`src/rtl/forward_quantizer.sv`:
```
// Scalar forward quantizer: maps one NxN block of transform coefficients (raster order) to signed levels.
// Two-stage pipeline (abs*scale | round, shift, clamp, sign) with per-block nonzero count and last position.
module forward_quantizer #(
  parameter int COEFF_WIDTH = 16,
  parameter int QP_WIDTH    = 6,
  parameter int MAX_SIZE    = 32,
  parameter int BIT_DEPTH   = 8
) (
  input  logic                            i_clk,
  input  logic                            i_reset,
  input  logic                            i_start,
  input  logic [2:0]                      i_log2_size,
  input  logic [QP_WIDTH-1:0]             i_qp,
  input  logic                            i_intra,
  input  logic                            i_in_valid,
  output logic                            o_in_ready,
  input  logic [COEFF_WIDTH-1:0]          i_in_coeff,
  output logic                            o_out_valid,
  input  logic                            i_out_ready,
  output logic [COEFF_WIDTH-1:0]          o_out_level,
  output logic                            o_out_last,
  output logic                            o_done,
  output logic [2*$clog2(MAX_SIZE):0]     o_nz_count,
  output logic [2*$clog2(MAX_SIZE)-1:0]   o_last_pos
);

  localparam int LOG2_MAX = $clog2(MAX_SIZE);
  localparam int CNT_W    = 2 * LOG2_MAX + 1;
  localparam int POS_W    = 2 * LOG2_MAX;
  localparam int MAG_W    = COEFF_WIDTH + 1;
  localparam int SCALE_W  = 15;
  localparam int PROD_W   = MAG_W + SCALE_W;
  localparam int ACC_W    = 48;
  localparam logic [COEFF_WIDTH-2:0] MAX_MAG = '1;

  typedef enum logic [1:0] {S_IDLE, S_RUN, S_DRAIN, S_DONE} state_t;

  state_t                 r_state;
  state_t                 w_state_nxt;

  logic [CNT_W-1:0]       r_total;
  logic [SCALE_W-1:0]     r_scale;
  logic [5:0]             r_qbits;
  logic [ACC_W-1:0]       r_offset;
  logic [CNT_W-1:0]       r_in_cnt;
  logic [CNT_W-1:0]       r_out_cnt;
  logic                   r_s1_vld;
  logic                   r_s1_sign;
  logic [PROD_W-1:0]      r_s1_prod;
  logic                   r_out_vld;
  logic [COEFF_WIDTH-1:0] r_out_level;
  logic [CNT_W-1:0]       r_nz_count;
  logic [POS_W-1:0]       r_last_pos;

  logic [2:0]             w_log2;
  logic [3:0]             w_qp_div;
  logic [2:0]             w_qp_mod;
  logic [SCALE_W-1:0]     w_scale;
  logic [5:0]             w_qbits;
  logic [ACC_W-1:0]       w_round_base;
  logic [ACC_W-1:0]       w_offset;
  logic [CNT_W-1:0]       w_total;
  logic                   w_start_go;
  logic                   w_advance;
  logic                   w_in_fire;
  logic                   w_out_fire;
  logic                   w_last_in;
  logic                   w_last_idx;
  logic [MAG_W-1:0]       w_coeff_ext;
  logic [MAG_W-1:0]       w_mag_in;
  logic [PROD_W-1:0]      w_prod;
  logic [ACC_W-1:0]       w_sum;
  logic [ACC_W-1:0]       w_quot;
  logic [COEFF_WIDTH-2:0] w_mag_out;
  logic [COEFF_WIDTH-1:0] w_level;

  // Block configuration decode, only latched when a block starts
  always_comb begin
    w_log2 = i_log2_size;
    if (i_log2_size < 3'd2) begin
      w_log2 = 3'd2;
    end else if (i_log2_size > 3'(LOG2_MAX)) begin
      w_log2 = 3'(LOG2_MAX);
    end
  end

  assign w_qp_div = 4'(i_qp / 6);
  assign w_qp_mod = 3'(i_qp % 6);

  always_comb begin
    w_scale = 15'd26214;
    case (w_qp_mod)
      3'd0:    w_scale = 15'd26214;
      3'd1:    w_scale = 15'd23302;
      3'd2:    w_scale = 15'd20560;
      3'd3:    w_scale = 15'd18396;
      3'd4:    w_scale = 15'd16384;
      3'd5:    w_scale = 15'd14564;
      default: w_scale = 15'd26214;
    endcase
  end

  assign w_qbits      = 6'(29 - BIT_DEPTH) + 6'(w_qp_div) - 6'(w_log2);
  assign w_round_base = i_intra ? ACC_W'(171) : ACC_W'(85);
  assign w_offset     = w_round_base << (w_qbits - 6'd9);
  assign w_total      = CNT_W'(1) << {w_log2, 1'b0};
  assign w_start_go   = (r_state == S_IDLE) && i_start;

  // Handshake: both stages hold whenever a level is waiting and not taken
  assign w_advance  = !r_out_vld || i_out_ready;
  assign w_in_fire  = i_in_valid && o_in_ready;
  assign w_out_fire = r_out_vld && i_out_ready;
  assign w_last_in  = (r_in_cnt == r_total - CNT_W'(1));
  assign w_last_idx = (r_out_cnt == r_total - CNT_W'(1));

  // Stage 1 combinational: magnitude and scale product
  assign w_coeff_ext = {i_in_coeff[COEFF_WIDTH-1], i_in_coeff};
  assign w_mag_in    = i_in_coeff[COEFF_WIDTH-1] ? (~w_coeff_ext + MAG_W'(1)) : w_coeff_ext;
  assign w_prod      = PROD_W'(w_mag_in) * PROD_W'(r_scale);

  // Stage 2 combinational: rounding offset, shift, clamp, sign restore
  assign w_sum     = ACC_W'(r_s1_prod) + r_offset;
  assign w_quot    = w_sum >> r_qbits;
  assign w_mag_out = (w_quot > ACC_W'(MAX_MAG)) ? MAX_MAG : w_quot[COEFF_WIDTH-2:0];
  assign w_level   = r_s1_sign ? -{1'b0, w_mag_out} : {1'b0, w_mag_out};

  always_ff @(posedge i_clk or posedge i_reset) begin
    if (i_reset) begin
      r_s1_vld    <= 1'b0;
      r_s1_sign   <= 1'b0;
      r_s1_prod   <= '0;
      r_out_vld   <= 1'b0;
      r_out_level <= '0;
    end else if (w_advance) begin
      r_s1_vld  <= w_in_fire;
      if (w_in_fire) begin
        r_s1_sign <= i_in_coeff[COEFF_WIDTH-1];
        r_s1_prod <= w_prod;
      end
      r_out_vld <= r_s1_vld;
      if (r_s1_vld) begin
        r_out_level <= w_level;
      end
    end
  end

  always_ff @(posedge i_clk or posedge i_reset) begin
    if (i_reset) begin
      r_total    <= CNT_W'(16);
      r_scale    <= '0;
      r_qbits    <= '0;
      r_offset   <= '0;
      r_in_cnt   <= '0;
      r_out_cnt  <= '0;
      r_nz_count <= '0;
      r_last_pos <= '0;
    end else if (w_start_go) begin
      r_total    <= w_total;
      r_scale    <= w_scale;
      r_qbits    <= w_qbits;
      r_offset   <= w_offset;
      r_in_cnt   <= '0;
      r_out_cnt  <= '0;
      r_nz_count <= '0;
      r_last_pos <= '0;
    end else begin
      if (w_in_fire) begin
        r_in_cnt <= r_in_cnt + CNT_W'(1);
      end
      // Statistics follow levels as they are handed to the consumer
      if (w_out_fire) begin
        r_out_cnt <= r_out_cnt + CNT_W'(1);
        if (r_out_level != '0) begin
          r_nz_count <= r_nz_count + CNT_W'(1);
          r_last_pos <= r_out_cnt[POS_W-1:0];
        end
      end
    end
  end

  always_ff @(posedge i_clk or posedge i_reset) begin
    if (i_reset) begin
      r_state <= S_IDLE;
    end else begin
      r_state <= w_state_nxt;
    end
  end

  always_comb begin
    w_state_nxt = r_state;
    case (r_state)
      S_IDLE:  if (i_start) w_state_nxt = S_RUN;
      S_RUN:   if (w_in_fire && w_last_in) w_state_nxt = S_DRAIN;
      S_DRAIN: if (w_out_fire && w_last_idx) w_state_nxt = S_DONE;
      S_DONE:  if (!i_start) w_state_nxt = S_IDLE;
      default: w_state_nxt = S_IDLE;
    endcase
  end

  always_comb begin
    o_in_ready = (r_state == S_RUN) && w_advance && (r_in_cnt < r_total);
    o_done     = (r_state == S_DONE);
    o_out_last = r_out_vld && w_last_idx;
  end

  assign o_out_valid = r_out_vld;
  assign o_out_level = r_out_level;
  assign o_nz_count  = r_nz_count;
  assign o_last_pos  = r_last_pos;

endmodule

```
`config.mk`:
```
export PLATFORM = sky130hd
export DESIGN_NAME = forward_quantizer
export DESIGN_NICKNAME = d
export VERILOG_FILES = /design/src/rtl/forward_quantizer.sv
export SDC_FILE = /design/constraint.sdc
export NUM_CORES = 1
export LEC_CHECK = 0
export CAP_MARGIN = 20
export CORE_MARGIN = 10
export CORE_UTILIZATION = 50
export DETAILED_ROUTE_END_ITERATION = 16
export HOLD_SLACK_MARGIN = 0.12
export PLACE_DENSITY_LB_ADDON = 0.1
export SLEW_MARGIN = 0
export SYNTH_ARGS = -nofsm -noshare
export SYNTH_HDL_FRONTEND = slang
export SYNTH_SLANG_ARGS = --single-unit
```
`constraint.sdc`:
```
create_clock -name i_clk -period 7.7 [get_ports i_clk]
set_clock_uncertainty 0.2 [all_clocks]
set_input_delay 0.77 -clock i_clk [delete_from_list [all_inputs] [get_ports i_clk]]
set_output_delay 0.77 -clock i_clk [all_outputs]
set_load 0.01 [all_outputs]
```
==> impl_metrics.tcl <==
set metrics [dict create \
    holdWs_ns 0.2878 \
    tightest_slew_ns 1.199 \
    finalPower_mw 3.134 \
    wl_per_cell_um 21.17 \
    layout_setup_ws_ns -0.002074 \
    root_buffer "clkbuf_16" \
    syn_area_per_cell_um2 8.235 \
    cap_violations 0 \
    vias 21470 \
    synth_seq_area_share 0.1823 \
    finalSetupViolCount 2 \
    dp_slack_ns -0.9127 \
    critPathMaxFanout 6 \
    ant_nets 0 \
    min_path_type "flip-flop to flip-flop" \
    drt_pass1_iterations 5 \
    synthCells 2802 \
    via_per_inst 6.108 \
    clock_latency_ns 0.48 \
    std_cell_rows 78 \
    drive_above_1_share 0.1153 \
    cp.required_ns 7.88 \
    dieArea_um2 55140 \
    fin_crit_sh 1.000 \
    grt_max_degree 94 \
    num_io_pins 72 \
    violations "negative setup slack" \
    finalNonFillerCells 3515 \
    cts_tree "yes" \
    fmax_mhz 129.8 \
    htreeDepth 4 \
    regToRegStartpoint "r_offset[16]" \
    status "finished, violations left" \
    reg2reg_slack_ns 0.59 \
    whs_path_depth 2 \
    place_hpwl_mm 58.98 \
    worst_setup_path_start_kind "primary input" \
    min_period_ns 7.702 \
    drc 0 \
    reg2reg_to "o_out_level[10]" \
    syn_to_final_growth_pct 12.89 \
    diodes 0 \
    yosysTopAreaCell "dfrtp_1" \
    gr-usage-all-layers 0.2634 \
    dieWidth_um 234.8 \
    dp.cells 3474 \
    drv_slew 0 \
    grt_antenna_before_repair 0 \
    async_flop_share 1.000 \
    clkTransAtPathRegs_ns 0.08 \
    clock-sinks 168 \
    end_kind "flip-flop" \
    r2r_cells 22 \
    holdPathEnd "o_last_pos[3]" \
    synth_top_area_share 0.1811 \
    die_h_um 234.8 \
    power.density_nw_per_um2 120.3 \
    fin_nets 3281 \
    core_region_area_um2 45480 \
    arrival_ns 7.88 \
    slew_headroom 0.1921 \
    synth_area_leaders "dfrtp_1, fa_1, ha_1" \
    initial_core_util 0.5073 \
    synthFlopType "dfrtp_1" \
    synth.distinct_cells 105 \
    gr-total-overflow 0 \
    ys_ff_latch 168 \
    routed_wirelength_mm 74.42 \
    cp-startpoint "i_in_coeff[5]" \
    peakVddDrop_mv 0.2603 \
    synth_enable_flop_cells 0 \
    portBuffers 71 \
    yosysWarnings 0 \
    worstHoldStart "o_last_pos[3]" \
    clk_path_buf_depth 2 \
    dr.first_iter.drc_count 1836 \
    fin_util 0.5727 \
    netlist_area_um2 23070 \
    final-hold-violation-count 0 \
    grt_pass1_vias 20900 \
    path_class "primary input to flip-flop" \
    place_congestion 0.9510 \
    rsz0062_at_grt "yes" \
    leakagePower_nw 12.07 \
    cts_buffers 17 \
    grt_pass1_wl_mm 118.1 \
]
==> metrics by stage <==
| step | setup TNS [ns] | cell area (µm²) |
|---|---|---|
| after floorplan | 0 | 23170 |
| after global placement | -7.826 | 25200 |
| after detailed placement | -9.638 | 25200 |
| after CTS | -0.09149 | 25980 |
| after global routing | -1.107 | 26050 |
| final | -0.002182 | 26050 |
==> report_power, final <==
part	switching [mW]	internal, mW	total, mW
clock network	0.431	0.498	0.929
registers	0.116	0.974	1.09
logic	0.681	0.434	1.11
==> area by class of cell <==
type,instances,area [µm²]
sequential,168,4210
fill,4225,19430
multi-input combinational,2242,17590
timing repair buffer,244,2002
inverter,229,864.6
clock inverter,15,205.2
tap,600,750.7
clock buffer,17,425.4
==> Yosys cell counts (22+ instances only) <==
| cell type | number |
|---|---|
| o2111ai_1 | 22 |
| nor2_1 | 177 |
| a22o_1 | 24 |
| xor2_1 | 58 |
| xnor2_1 | 73 |
| mux2i_1 | 37 |
| or3_1 | 22 |
| nor3_1 | 52 |
| nand3_1 | 62 |
| a31oi_1 | 22 |
| clkbuf_1 | 136 |
| o21ai_0 | 153 |
| nand2_1 | 382 |
| nand4_1 | 42 |
| nand2b_1 | 28 |
| and3_1 | 26 |
| o211ai_1 | 31 |
| fa_1 | 180 |
| and2_1 | 134 |
| ha_1 | 168 |
| a211oi_1 | 31 |
| a21oi_1 | 122 |
| dfrtp_1 | 167 |
| inv_1 | 228 |
==> per-layer routing <==
metal  wire length, µm  GRT usage  up-vias
li1                  -          -    10000
met1             32180     0.3503    10630
met2             35040     0.4218      709
met3              4775    0.04512      125
met4              2421    0.09766        0
met5                 0          0        -
==> state kept, by name, summed over array words and instances (netlist names) <==
| register | count |
|---|---|
| r_offset | 48 |
| r_s1_prod | 31 |
| o_out_level | 16 |
| r_scale | 13 |
| o_nz_count | 11 |
| r_in_cnt | 11 |
| r_out_cnt | 11 |
| o_last_pos | 10 |
| r_qbits | 6 |
| r_total | 6 |
| r_state | 2 |
| o_out_valid | 1 |
| r_s1_sign | 1 |
| r_s1_vld | 1 |
==> placed cells by master, fill, tap and decap left out, types with 15 or more instances in the layout <==
cell type / instances
buf_4: 171
fa_1: 179
nor4_1: 18
xor2_1: 57
mux2_2: 17
inv_1: 224
o211ai_1: 31
mux4_2: 18
clkbuf_16: 17
ha_1: 162
and2_1: 131
nand4_1: 42
o31ai_1: 15
o21a_1: 21
a211oi_1: 31
dfrtp_1: 163
nand3_1: 62
o21ai_1: 22
a211o_1: 19
and3_1: 26
or3_1: 18
nor2_1: 177
a22o_1: 24
a21o_1: 19
o2111ai_1: 21
a31oi_1: 22
nor3_1: 51
mux2i_1: 37
nand2_1: 377
nand2b_1: 28
xnor2_1: 69
a21oi_1: 117
clkdlybuf4s50_1: 65
o21ai_0: 146
==> worst max-delay path by stage <==
stage / slack (ns) / end / cells after the start
after floorplan: 0.01 / r_s1_prod[31] / 27
after global placement: -0.78 / r_s1_prod[30] / 27
after detailed placement: -0.91 / r_s1_prod[30] / 31
after CTS: -0.06 / r_s1_prod[30] / 26
after global routing: -0.24 / r_s1_prod[29] / 28
final: -0.002 / r_s1_prod[30] / 27
==> critical path, stage by stage <==
cell and delay [ns]:
buf_2 0.11, or3_4 0.37, or3_4 0.38, or3_4 0.35, o31a_1 0.31, xor2_4 0.32
buf_4 0.16, and2_4 0.13, fa_1 0.42, fa_1 0.46, fa_1 0.52, inv_1 0.05
fa_1 0.47, inv_1 0.05, fa_1 0.49, fa_1 0.45, ha_4 0.29, nor2_1 0.05
o21bai_1 0.20, o41ai_4 0.14, o311ai_2 0.26, o211ai_1 0.20, o211ai_1 0.32, a31o_2 0.20
a31oi_1 0.09, xor2_1 0.17, o21ai_1 0.14
==> logic make-up (layout without fill, tap and decap cells) <==
logic type	count (synthesis)	count (layout)	share of synthesized area
xor gates and xnor gates	131	131	0.04973
buffers and inverters	404	505	0.06730
adders and majority gates	349	349	0.2477
other	2	14	0.0003255
AOI/OAI and AO/OA	664	664	0.1981
muxes	73	73	0.04257
and+or+nand+nor	1011	1011	0.2120
DFF	168	168	0.1823
==> timing repair <==
item / 4_1_cts / 5_1_grt
hold buffers: 0 / 0
hold endpoints to repair: 0 / 0
setup endpoints to repair: 9 / 8
gates resized for setup: 48 / 14
pin swaps: 34 / 23
buffers inserted: 6 / 4
Power figures use the tool's default switching activity.
